## src/rtl/mem_access_sequencer_if.sv

```systemverilog
// Byte-wide memory port between the access sequencer (master) and a byte memory (slave).
interface mem_access_sequencer_if;
    logic [31:0] mem_addr;
    logic [7:0]  mem_wdata;
    logic        mem_re;
    logic        mem_we;
    logic [7:0]  mem_rdata;
    logic        mem_ready;

    modport master (
        output mem_addr,
        output mem_wdata,
        output mem_re,
        output mem_we,
        input  mem_rdata,
        input  mem_ready
    );

    modport slave (
        input  mem_addr,
        input  mem_wdata,
        input  mem_re,
        input  mem_we,
        output mem_rdata,
        output mem_ready
    );
endinterface

```

## src/rtl/mem_access_sequencer.sv

```systemverilog
// Breaks a byte/halfword/word load or store into big-endian byte beats on a byte memory,
// stalling the pipeline until the access completes, faults, or times out.
module mem_access_sequencer #(
    parameter int unsigned TIMEOUT = 16
) (
    input  logic                          clk,
    input  logic                          reset,
    input  logic                          req_re,
    input  logic                          req_we,
    input  logic [1:0]                    req_size,
    input  logic                          req_signed,
    input  logic [31:0]                   req_addr,
    input  logic [31:0]                   req_wdata,
    output logic                          stall_out,
    output logic [31:0]                   rdata_out,
    output logic                          rdata_valid_out,
    output logic                          err_out,
    mem_access_sequencer_if.master        mem
);

    localparam int unsigned     WaitW    = (TIMEOUT > 1) ? $clog2(TIMEOUT) : 1;
    localparam logic [WaitW-1:0] WaitLast = WaitW'(TIMEOUT - 1);

    typedef enum logic [1:0] {StIdle, StAccess, StDone} state_e;

    state_e            state_q, state_d;
    logic [31:0]       addr_q, addr_d;
    logic [31:0]       wdata_q, wdata_d;
    logic [31:0]       load_q, load_d;
    logic [31:0]       rdata_q, rdata_d;
    logic [1:0]        size_q, size_d;
    logic [1:0]        k_q, k_d;
    logic              signed_q, signed_d;
    logic              re_q, re_d;
    logic              we_q, we_d;
    logic              fault_q, fault_d;
    logic [WaitW-1:0]  wait_q, wait_d;

    logic              req_fault;
    logic [31:0]       assembled;
    logic [31:0]       extended;
    logic [1:0]        byte_idx;
    logic [7:0]        store_byte;

    assign req_fault = (req_re & req_we) |
                       (req_size == 2'b10) |
                       ((req_size == 2'b01) & req_addr[0]) |
                       ((req_size == 2'b11) & (req_addr[1:0] != 2'b00));

    // Beats arrive most-significant first, so shifting left assembles a big-endian value.
    assign assembled = {load_q[23:0], mem.mem_rdata};

    always_comb begin
        extended = assembled;
        unique case (size_q)
            2'b00:   extended = {{24{signed_q & assembled[7]}}, assembled[7:0]};
            2'b01:   extended = {{16{signed_q & assembled[15]}}, assembled[15:0]};
            default: extended = assembled;
        endcase
    end

    // Legal size encodings equal N-1, so size - k is the byte lane of beat k.
    assign byte_idx = size_q - k_q;

    always_comb begin
        store_byte = 8'h00;
        unique case (byte_idx)
            2'd0: store_byte = wdata_q[7:0];
            2'd1: store_byte = wdata_q[15:8];
            2'd2: store_byte = wdata_q[23:16];
            2'd3: store_byte = wdata_q[31:24];
        endcase
    end

    always_comb begin
        state_d         = state_q;
        addr_d          = addr_q;
        wdata_d         = wdata_q;
        load_d          = load_q;
        rdata_d         = rdata_q;
        size_d          = size_q;
        k_d             = k_q;
        signed_d        = signed_q;
        re_d            = re_q;
        we_d            = we_q;
        fault_d         = fault_q;
        wait_d          = wait_q;
        stall_out       = 1'b0;
        rdata_valid_out = 1'b0;
        err_out         = 1'b0;
        mem.mem_addr    = 32'h0;
        mem.mem_wdata   = 8'h00;
        mem.mem_re      = 1'b0;
        mem.mem_we      = 1'b0;

        unique case (state_q)
            StIdle: begin
                // Gated so the stall request is also low while held in reset.
                stall_out = reset & (req_re | req_we);
                if (req_re | req_we) begin
                    addr_d   = req_addr;
                    wdata_d  = req_wdata;
                    size_d   = req_size;
                    signed_d = req_signed;
                    re_d     = req_re;
                    we_d     = req_we;
                    k_d      = 2'd0;
                    wait_d   = '0;
                    load_d   = 32'h0;
                    fault_d  = req_fault;
                    if (req_fault) begin
                        rdata_d = 32'h0;
                        state_d = StDone;
                    end else begin
                        state_d = StAccess;
                    end
                end
            end
            StAccess: begin
                stall_out     = 1'b1;
                mem.mem_addr  = addr_q + {30'b0, k_q};
                mem.mem_re    = re_q;
                mem.mem_we    = we_q;
                mem.mem_wdata = store_byte;
                if (mem.mem_ready) begin
                    load_d = assembled;
                    k_d    = k_q + 2'd1;
                    wait_d = '0;
                    if (k_q == size_q) begin
                        state_d = StDone;
                        if (re_q) rdata_d = extended;
                    end
                end else if (wait_q == WaitLast) begin
                    fault_d = 1'b1;
                    rdata_d = 32'h0;
                    state_d = StDone;
                end else begin
                    wait_d = wait_q + WaitW'(1);
                end
            end
            StDone: begin
                rdata_valid_out = re_q & ~fault_q;
                err_out         = fault_q;
                state_d         = StIdle;
            end
            default: state_d = StIdle;
        endcase
    end

    assign rdata_out = rdata_q;

    always_ff @(posedge clk or negedge reset) begin
        if (!reset) begin
            state_q  <= StIdle;
            addr_q   <= 32'h0;
            wdata_q  <= 32'h0;
            load_q   <= 32'h0;
            rdata_q  <= 32'h0;
            size_q   <= 2'b00;
            k_q      <= 2'd0;
            signed_q <= 1'b0;
            re_q     <= 1'b0;
            we_q     <= 1'b0;
            fault_q  <= 1'b0;
            wait_q   <= '0;
        end else begin
            state_q  <= state_d;
            addr_q   <= addr_d;
            wdata_q  <= wdata_d;
            load_q   <= load_d;
            rdata_q  <= rdata_d;
            size_q   <= size_d;
            k_q      <= k_d;
            signed_q <= signed_d;
            re_q     <= re_d;
            we_q     <= we_d;
            fault_q  <= fault_d;
            wait_q   <= wait_d;
        end
    end

endmodule

```

## src/flat_wrapper.sv

```systemverilog
// flat-port wrapper written by rule: the top's interface ports become plain ports
module mem_access_sequencer_flat 
#(
    parameter int unsigned TIMEOUT = 16
)
  (clk, reset, req_re, req_we, req_size, req_signed, req_addr, req_wdata, stall_out, rdata_out, rdata_valid_out, err_out, mem_mem_addr, mem_mem_wdata, mem_mem_re, mem_mem_we, mem_mem_rdata, mem_mem_ready);
  mem_access_sequencer_if mem_i ();
  input  logic clk;
  input  logic reset;
  input  logic req_re;
  input  logic req_we;
  input  logic [1:0] req_size;
  input  logic req_signed;
  input  logic [31:0] req_addr;
  input  logic [31:0] req_wdata;
  output logic stall_out;
  output logic [31:0] rdata_out;
  output logic rdata_valid_out;
  output logic err_out;
  output wire logic [$bits(mem_i.mem_addr)-1:0] mem_mem_addr;
  output wire logic [$bits(mem_i.mem_wdata)-1:0] mem_mem_wdata;
  output wire logic [$bits(mem_i.mem_re)-1:0] mem_mem_re;
  output wire logic [$bits(mem_i.mem_we)-1:0] mem_mem_we;
  input wire logic [$bits(mem_i.mem_rdata)-1:0] mem_mem_rdata;
  input wire logic [$bits(mem_i.mem_ready)-1:0] mem_mem_ready;
  assign mem_mem_addr = mem_i.mem_addr;
  assign mem_mem_wdata = mem_i.mem_wdata;
  assign mem_mem_re = mem_i.mem_re;
  assign mem_mem_we = mem_i.mem_we;
  assign mem_i.mem_rdata = mem_mem_rdata;
  assign mem_i.mem_ready = mem_mem_ready;
  mem_access_sequencer #(.TIMEOUT(TIMEOUT)) u_core (.clk(clk), .reset(reset), .req_re(req_re), .req_we(req_we), .req_size(req_size), .req_signed(req_signed), .req_addr(req_addr), .req_wdata(req_wdata), .stall_out(stall_out), .rdata_out(rdata_out), .rdata_valid_out(rdata_valid_out), .err_out(err_out), .mem(mem_i));
endmodule
```

## config.mk

```make
export PLATFORM = sky130hd
export DESIGN_NAME = mem_access_sequencer_flat
export DESIGN_NICKNAME = d
export VERILOG_FILES = /design/src/rtl/mem_access_sequencer_if.sv /design/src/rtl/mem_access_sequencer.sv /design/src/flat_wrapper.sv
export SDC_FILE = /design/constraint.sdc
export NUM_CORES = 1
export LEC_CHECK = 0
export BUFFER_PORTS_ARGS = -buffer_cell sky130_fd_sc_hd__buf_2
export CAP_MARGIN = 20
export CORE_UTILIZATION = 35
export CTS_CLUSTER_DIAMETER = 100
export DETAILED_ROUTE_END_ITERATION = 7
export GPL_TIMING_DRIVEN = 0
export PLACE_DENSITY_LB_ADDON = 0.15
export SLEW_MARGIN = 40
export SYNTH_ARGS = -nofsm -noshare
export SYNTH_HDL_FRONTEND = slang
export SYNTH_SLANG_ARGS = --single-unit
```

## constraint.sdc

```tcl
create_clock -name clk -period 2.3 [get_ports clk]
set_input_delay 0 -clock clk [delete_from_list [all_inputs] [get_ports clk]]
set_output_delay 0 -clock clk [all_outputs]
set_load 0.05 [all_outputs]
```

==> impl_metrics.yaml, run 1 <==
placed_design:
  place_congestion: 0.808
  placed_cells_incl_taps: 974
  dpl.hpwl_um: 13300
  port_buffers: 156
synth:
  ys_warn_count: 0
  synth_nets: 672
  synth_edf_count: 0
  synth_seq_cells: 134
  async_reset_ff_share_pct: 100
  ys_seq_area_share_pct: 50.6
  syn_avg_cell_area_um2: 11.3
  synth.area.top_cells: "dfrtp_1 (51%), mux2_2 (15%), mux2i_1 (3.8%)"
  syn_inst: 587
  synth_area_um2: 6630
  yosysTopAreaCell: "dfrtp_1"
  ys_types: 53
  yosysMostFrequentCell: "dfrtp_1"
  synth_top_area_share_pct: 50.6
  synth_ff_type: "dfrtp_1"
  yosys-top-cells-count: "dfrtp_1 (134), mux2_2 (86), a21oi_1 (35)"
global_route:
  grt_max_degree: 50
  grtUsageTotal_pct: 20.3
  grt_pass1_wl_um: 31000
  overflow: 0
  antenna_found_initial: 0
  first_global_vias: 5856
timing:
  post-route-min-period_ns: 2.49
  relSlewSlack_pct: 58.1
  rsz0062_at_grt: "yes"
  skew_ns: 0.00992
  holdWs_ns: 0.0751
  fmax_mhz: 401
  slew_viol_final: 0
  setup_slack_ns: -0.191
  post-route-period-util_pct: 108
  setup_viol: 17
  worst_slew_pin_slew_ns: 0.629
  final-hold-violation-count: 0
pwr:
  irDropWorstVdd_v: 0.000835
  p_per_area_nw_per_um2: 1380
  p_leak_nw: 4.61
finish:
  antenna_cells: 0
  fin_cells: 1108
  drive_gt1_share_pct: 46.1
  synthToLayoutAreaGrowth_pct: 51.9
  fin_nets: 952
drt:
  drc_errors: 0
  drt-total-wl_um: 19100
  avgRoutedWirePerCell_um: 17.3
  detail-route-antenna-nets: 0
  drt-pass1-iter-count: 5
  detail_route.iter0.violations: 235
  dr_total_vias: 5701
  via_per_inst: 5.15
cts:
  ctsHtreeMaxLevel: 4
  worstSkewPairLatency_ns: 0.41
  clock-root-buffer: "clkbuf_16"
  clock_path_buffers: 2
  cts_sinks: 134
  cts_buffers: 17
  clk_pin_slew_ns: 0.06
  cts_tree: "yes"
floorplan:
  ios: 157
  dieArea_um2: 19500
  core_area_um2: 18300
  die_x_um: 140
  start_util_pct: 36.3
  std_cell_rows: 49
  die_y_um: 140
setup_path:
  cp-start-kind: "flip-flop"
  critical_path.max_fanout: 5
  critPathArrivalTime_ns: 2.49
  cp-end-kind: "output port"
  crit_type: "reg2out"
  required_ns: 2.30
status:
  status: "finished with violations"
  violations: "negative setup slack"
run:
  timing.max_cap.violations: 0
min_path:
  hp-class: "in2async"
## timing repair
action | 4_1_cts | 5_1_grt
pin swaps | 31 | 20
endpoints found under the setup margin | 70 | 106
hold endpoints to repair | 219 | 0
setup buffers | 18 | 5
cloned | 0 | 1
hold buffers | 80 | 0
gates resized for setup | 105 | 53
## placed cells by master (no fill, tap or decap), types with 12 or more instances in the layout
master / netlist / routed
dfrtp_1: 134 / 123
dlygate4sd3_1: 0 / 80
clkbuf_16: 0 / 19
buf_2: 10 / 132
or4_4: 1 / 12
nor2b_1: 19 / 19
and2_1: 15 / 15
mux2i_1: 25 / 19
nor2_1: 16 / 15
clkbuf_1: 19 / 16
a21oi_2: 0 / 15
a21oi_1: 35 / 16
mux2_2: 86 / 86
nand2_1: 31 / 29
a22o_1: 17 / 17
buf_6: 1 / 27
buf_4: 1 / 28
inv_1: 18 / 18
nor3_1: 21 / 20
o21ai_0: 15 / 14
## kinds of logic (layout without fill, tap and decap cells)
kind of cell	Yosys count	count (layout)	synth area share, %
xor gates and xnor gates	11	11	1.45
DFF	134	134	50.6
adders and majority gates	5	5	1.06
buffers and inverters	53	345	3.66
and+or+nand+nor	164	164	14.1
muxes	111	111	18.4
AOI/OAI and AO/OA	109	109	10.7
## critical path, cell delays in order (launching register included)
cell	delay (ns)
dfrtp_2	0.44
ha_4	0.28
a21oi_4	0.07
or4_4	0.53
or4_4	0.45
a21oi_4	0.15
buf_6	0.17
## flip-flops by register name, summed over array words and instances, names as in the netlist
name,cells
u_core.addr_q,32
u_core.fault_q,1
u_core.k_q,2
u_core.load_q,24
u_core.rdata_out,32
u_core.re_q,1
u_core.signed_q,1
u_core.size_q,2
u_core.state_q,2
u_core.wait_q,4
u_core.wdata_q,32
u_core.we_q,1
## through the flow
stage	utilization [%]	TNS, ns	area [um^2]	setup WS (ns)	power [mW]
floorplan	-	-0.0563	6750	-0.0563	8.32
CTS	54.0	-2.08	9870	-0.245	13.6
finish	55.1	-1.59	10100	-0.191	13.9
global placement	42.8	-94.33	7810	-0.728	9.68
detailed placement	43.1	-7.69	7880	-0.336	9.86
global route	55.1	-2.93	10100	-0.249	14.7
## area by class of cell
cell class	instances	area, um^2
buffer	35	230
clock buffer	24	502
clock inverter	7	116
fill	1578	8200
inverter	18	67.6
multi-input combinational	400	3490
sequential	134	3370
tap	229	287
timing repair buffer	261	2010
## path summary, 6_finish.rpt
check / slack [ns] / depth (start not counted) / endpoint / from
worst min-delay path: 0.08 / 2 / u_core.addr_q[16]$_DFFE_PN0P_ / reset
min in group clk: 0.34 / 4 / u_core.addr_q[21]$_DFFE_PN0P_ / req_addr[21]
max in group asynchronous: 1.64 / 3 / u_core.wdata_q[5]$_DFFE_PN0P_ / reset
worst min register to register: 0.47 / 2 / u_core.we_q$_DFFE_PN0P_ / u_core.we_q$_DFFE_PN0P_
worst max-delay path: -0.19 / 6 / mem_mem_addr[31] / u_core.k_q[1]$_DFFE_PN0P_
worst max register to register: 0.08 / 7 / u_core.rdata_out[2]$_DFFE_PN0P_ / u_core.k_q[0]$_DFFE_PN0P_
## routing by layer
metal	global-route usage, %	part of all wire, %	vias up
li1	-	-	2718
met1	26.8	47	2804
met2	33.7	48	163
met3	4.68	4.6	16
met4	5.26	0.94	0
met5	0	0	-
## power breakdown
| part | switching [mW] | leakage (nW) | total (mW) | internal (mW) |
|---|---|---|---|---|
| registers | 0.832 | 1.69 | 4.07 | 3.24 |
| logic | 4.00 | 2.62 | 7.02 | 3.02 |
| clock network | 0.993 | 0.303 | 2.84 | 1.85 |
No activity file was read; power rests on OpenSTA's default activity.
==> inputs of run 2 (changes only) <==
--- a/config.mk
+++ b/config.mk
@@ -8,6 +8,7 @@
 export BUFFER_PORTS_ARGS = -buffer_cell sky130_fd_sc_hd__buf_2
 export CAP_MARGIN = 20
 export CORE_UTILIZATION = 35
+export CTS_BUF_LIST = sky130_fd_sc_hd__clkbuf_8 sky130_fd_sc_hd__clkbuf_16
 export CTS_CLUSTER_DIAMETER = 100
 export DETAILED_ROUTE_END_ITERATION = 7
 export GPL_TIMING_DRIVEN = 0
==> impl_metrics.yaml, run 2 (synthesized netlist as in run 1, its figures left out) <==
timing:
  fmax_mhz: 401
  post-route-min-period_ns: 2.49
  tns_ns: -1.62
  setup_slack_ns: -0.193
  relSlewSlack_pct: 57.1
  slew_viol_final: 0
  final-hold-violation-count: 0
  skew_ns: 0.00982
  setup_viol: 17
  holdWs_ns: 0.0744
  rsz0062_at_grt: "yes"
  post-route-period-util_pct: 108
  worst_slew_pin_slew_ns: 0.643
global_route:
  first_global_vias: 5863
  grtUsageTotal_pct: 20.4
  overflow: 0
  grt_pass1_wl_um: 31100
  grt_max_degree: 50
  antenna_found_initial: 0
floorplan:
  core_area_um2: 18300
  start_util_pct: 36.3
  die_y_um: 140
  std_cell_rows: 49
  ios: 157
  dieArea_um2: 19500
  die_x_um: 140
pwr:
  p_leak_nw: 4.62
  p_per_area_nw_per_um2: 1380
  power_mw: 13.9
  irDropWorstVdd_v: 0.000845
run:
  timing.max_cap.violations: 0
placed_design:
  dp_slack_ns: -0.336
  port_buffers: 156
  dpl.hpwl_um: 13300
  place_congestion: 0.808
cts:
  clock_path_buffers: 2
  ctsHtreeMaxLevel: 4
  cts_tree: "yes"
  clk_pin_slew_ns: 0.06
  clock-root-buffer: "clkbuf_16"
  cts_sinks: 134
  worstSkewPairLatency_ns: 0.41
  cts_buffers: 17
setup_path:
  cp-start-kind: "flip-flop"
  cp-end-kind: "output port"
  crit_type: "reg2out"
  required_ns: 2.30
  critical_path.max_fanout: 5
  critPathArrivalTime_ns: 2.49
drt:
  dr_total_vias: 5684
  detail-route-antenna-nets: 0
  detail_route.iter0.violations: 216
  drt-pass1-iter-count: 5
  via_per_inst: 5.13
  avgRoutedWirePerCell_um: 17.3
  drt-total-wl_um: 19200
  drc_errors: 0
finish:
  fin_nets: 952
  final_cell_mix: "buf_2 (132), dfrtp_1 (123), mux2_2 (86)"
  synthToLayoutAreaGrowth_pct: 52.0
  fillCellCount: 1578
  drive_gt1_share_pct: 46.1
  mostFrequentLayoutCell: "buf_2"
  antenna_cells: 0
status:
  violations: "negative setup slack"
  status: "finished with violations"
min_path:
  hp-class: "in2async"
-- run 2: cell count changes in the layout (fill, tap and decap cells not counted), sizes merged --
cell,change
inv,+2
clkbuf,-2
-- run 2: worst paths after layout --
check | start | end | slack [ns] | depth (start not counted)
worst max register to register | u_core.k_q[0]$_DFFE_PN0P_ | u_core.rdata_out[2]$_DFFE_PN0P_ | 0.07 | 7
min in group clk | req_addr[21] | u_core.addr_q[21]$_DFFE_PN0P_ | 0.34 | 4
worst min-delay path | reset | u_core.addr_q[16]$_DFFE_PN0P_ | 0.07 | 2
worst min register to register | u_core.we_q$_DFFE_PN0P_ | u_core.we_q$_DFFE_PN0P_ | 0.47 | 2
max in group asynchronous | reset | u_core.wdata_q[16]$_DFFE_PN0P_ | 1.64 | 3
worst max-delay path | u_core.k_q[1]$_DFFE_PN0P_ | mem_mem_addr[31] | -0.19 | 6
-- run 2: per-stage QoR --
| step | utilization, % | instances | cell area [um^2] |
|---|---|---|---|
| after floorplan | - | 587 | 6750 |
| after global placement | 42.8 | 972 | 7810 |
| after detailed placement | 43.1 | 974 | 7880 |
| after CTS | 54.0 | 1103 | 9870 |
| after global routing | 55.1 | 1108 | 10100 |
| final | 55.1 | 1108 | 10100 |
-- run 2: cell type report --
class / count / area (um^2) / area share [%]
flip-flops and latches: 134 / 3370 / 33.4
clock buffers: 22 / 494 / 4.91
repair buffers: 261 / 2010 / 20.0
clock inverters: 9 / 124 / 1.23
plain buffers: 35 / 230 / 2.29
well taps: 229 / 287 / 2.84
inverters: 18 / 67.6 / 0.671
multi-input cells: 400 / 3490 / 34.7
-- run 2: layer usage --
metal | GRT usage (%) | part of all wire [%] | wire length, um | vias up
met5 | 0 | 0 | 0 | -
met4 | 5.26 | 0.95 | 183 | 0
met3 | 4.68 | 4.5 | 871 | 16
met2 | 33.8 | 48 | 9150 | 150
met1 | 26.8 | 47 | 9010 | 2795
li1 | - | - | - | 2723
-- run 2: worst max-delay path, cell delays in order, from the launching register on --
cell and delay, ns:
dfrtp_2 0.44, ha_4 0.28, a21oi_4 0.07, or4_4 0.53
or4_4 0.45, a21oi_4 0.15, buf_6 0.17
-- run 2: power breakdown --
group / total (mW) / leakage [nW] / switching [mW] / internal [mW]
Combinational: 7.03 / 2.62 / 4.01 / 3.02
Clock: 2.84 / 0.311 / 1.00 / 1.84
Sequential: 4.08 / 1.69 / 0.835 / 3.24
Total: 13.9 / 4.62 / 5.85 / 8.10
-- run 2: timing repair --
item | in CTS | in global routing
gates resized for setup | 106 | 53
cloned | 0 | 1
hold buffers | 80 | 0
endpoints found under the hold margin | 219 | 0
pin swaps | 31 | 20
setup buffers | 18 | 5
setup endpoints to repair | 70 | 106
==> inputs of run 3 (changes only) <==
--- a/config.mk
+++ b/config.mk
@@ -7,11 +7,13 @@
 export LEC_CHECK = 0
 export BUFFER_PORTS_ARGS = -buffer_cell sky130_fd_sc_hd__buf_2
 export CAP_MARGIN = 20
-export CORE_UTILIZATION = 35
+export CORE_MARGIN = 5
+export CORE_UTILIZATION = 45
 export CTS_BUF_LIST = sky130_fd_sc_hd__clkbuf_8 sky130_fd_sc_hd__clkbuf_16
 export CTS_CLUSTER_DIAMETER = 100
 export DETAILED_ROUTE_END_ITERATION = 7
 export GPL_TIMING_DRIVEN = 0
+export HOLD_SLACK_MARGIN = 0.03
 export PLACE_DENSITY_LB_ADDON = 0.15
 export SLEW_MARGIN = 40
 export SYNTH_ARGS = -nofsm -noshare
==> impl_metrics.yaml, run 3 (synthesized netlist as in run 1, its figures left out) <==
floorplan:
  die_y_um: 131
  dieArea_um2: 17300
  start_util_pct: 45.8
  die_x_um: 131
  core_area_um2: 14500
  std_cell_rows: 44
  ios: 157
status:
  violations: "negative setup slack"
  status: "finished with violations"
placed_design:
  post_dp_cell_area_um2: 7800
  dpl.hpwl_um: 12800
  place_congestion: 0.861
  port_buffers: 156
pwr:
  p_leak_nw: 4.59
  p_per_area_nw_per_um2: 1410
  irDropWorstVdd_v: 0.000911
global_route:
  met2_usage_pct: 34.0
  first_global_vias: 6068
  grtUsageMet3_pct: 7.15
  grt_use_met1_pct: 29.7
  busiest_layer: "met2"
  grtUsageTotal_pct: 22.1
  overflow: 0
  grt_pass1_wl_um: 31300
  grt_max_degree: 70
  antenna_found_initial: 0
timing:
  holdWs_ns: 0.113
  worst_slew_pin_slew_ns: 0.665
  slew_viol_final: 0
  rsz0062_at_grt: "yes"
  final-hold-violation-count: 0
  fmax_mhz: 395
  post-route-min-period_ns: 2.53
  setup_viol: 26
  relSlewSlack_pct: 55.7
  setup_slack_ns: -0.229
  skew_ns: 0.00784
  post-route-period-util_pct: 110
cts:
  cts_sinks: 134
  clock_path_buffers: 2
  cts_tree: "yes"
  ctsHtreeMaxLevel: 4
  clock-root-buffer: "clkbuf_16"
  cts_buffers: 17
  worstSkewPairLatency_ns: 0.42
  clk_pin_slew_ns: 0.06
drt:
  drc_errors: 0
  dr_total_vias: 5801
  detail-route-antenna-nets: 0
  detail_route.iter0.violations: 276
  via_per_inst: 5.46
  drt-pass1-iter-count: 4
  drt-total-wl_um: 19600
  avgRoutedWirePerCell_um: 18.5
setup_path:
  path_delay_family: "simple AND/OR/NAND/NOR gates"
  required_ns: 2.30
  cp-end-kind: "output port"
  slowest_delay_ns: 0.49
  rr_endpoint: "u_core.rdata_out[7]$_DFFE_PN0P_"
  crit_cells: 6
  crit_start: "u_core.addr_q[2]$_DFFE_PN0P_"
  reg2reg_depth: 8
  crit_slowest_cell: "dfrtp_1"
  cp_num_buf_inv: 2
  worstPathCellList: "nand3_2 -> or3_4 -> buf_8 -> or4_4 -> a21oi_4 -> buf_6"
  crit_path_end: "mem_mem_addr[25]"
  critical_path.max_fanout: 8
  critPathArrivalTime_ns: 2.53
  r2r-start: "u_core.k_q[1]$_DFFE_PN0P_"
  cp-start-kind: "flip-flop"
  r2r_slack_ns: 0.08
  crit_type: "reg2out"
finish:
  mostFrequentLayoutCell: "buf_2"
  drive_gt1_share_pct: 47.0
  final_cell_mix: "buf_2 (129), dfrtp_1 (127), mux2_2 (86)"
  synthToLayoutAreaGrowth_pct: 53.5
  fin_nets: 951
  antenna_cells: 0
  final_area_um2: 10200
min_path:
  hp-class: "in2async"
run:
  timing.max_cap.violations: 0
## run 3: cell count changes in the layout (fill, tap and decap cells not counted), sizes merged
cell,change
buf,-1
bufinv,-1
clkbuf,-4
clkinv,+5
clkinvlp,+3
inv,-2
## run 3: worst min-delay path by stage
stage,endpoint,depth (start not counted),startpoint
2_1_floorplan,u_core.addr_q[0]$_DFFE_PN0P_,0,reset
3_3_place_gp,u_core.addr_q[21]$_DFFE_PN0P_,3,req_addr[21]
3_5_place_dp,u_core.addr_q[16]$_DFFE_PN0P_,1,reset
4_1_cts,u_core.addr_q[18]$_DFFE_PN0P_,2,reset
5_1_grt,u_core.addr_q[16]$_DFFE_PN0P_,2,reset
6_report,u_core.addr_q[16]$_DFFE_PN0P_,2,reset
## run 3: final cells by class
class / instances / area (um^2)
buffer: 34 / 221
clock buffer: 18 / 439
clock inverter: 14 / 136
fill: 1027 / 4300
inverter: 18 / 67.6
multi-input combinational: 400 / 3640
sequential: 134 / 3360
tap: 184 / 230
timing repair buffer: 261 / 2080
## run 3: worst reg2reg max path: cells and delay by family (launching register included)
| family | cells | cell delay (ns) |
|---|---|---|
| buffers and inverters | 4 | 0.66 |
| AO/OA/AOI/OAI | 2 | 0.55 |
| flip-flops | 1 | 0.43 |
| multiplexers | 1 | 0.29 |
| XOR/XNOR | 1 | 0.16 |
## run 3: routing by layer
layer | vias to the layer above | wire (um)
met1 | 2860 | 8620
met2 | 207 | 9340
met3 | 28 | 1350
li1 | 2706 | -
met5 | - | 0
met4 | 0 | 342
## run 3: timing repair
item / CTS / global route
endpoints found under the setup margin: 58 / 68
setup buffers: 15 / 8
gates resized for setup: 95 / 102
hold buffers: 80 / 0
cloned: 0 / 1
pin swaps: 29 / 30
hold endpoints to repair: 221 / 0
## run 3: report_power, final
group | switching [mW] | total [mW] | leakage, nW | internal (mW)
clock | 1.04 | 2.65 | 0.279 | 1.61
sequential | 0.946 | 4.18 | 1.69 | 3.23
combinational | 4.13 | 7.52 | 2.62 | 3.39
## run 3: metrics by stage
step                setup slack [ns]  power (mW)  instances  TNS, ns  utilization, %
floorplan                    -0.0563        8.32        587  -0.0563               -
global placement              -0.676        9.62        927   -85.62            53.6
detailed placement            -0.334        9.82        928    -5.93            53.9
CTS                           -0.219        13.1       1055    -2.94            66.8
global route                  -0.294        15.1       1063    -5.61            70.3
finish                        -0.229        14.4       1063    -3.22            70.3
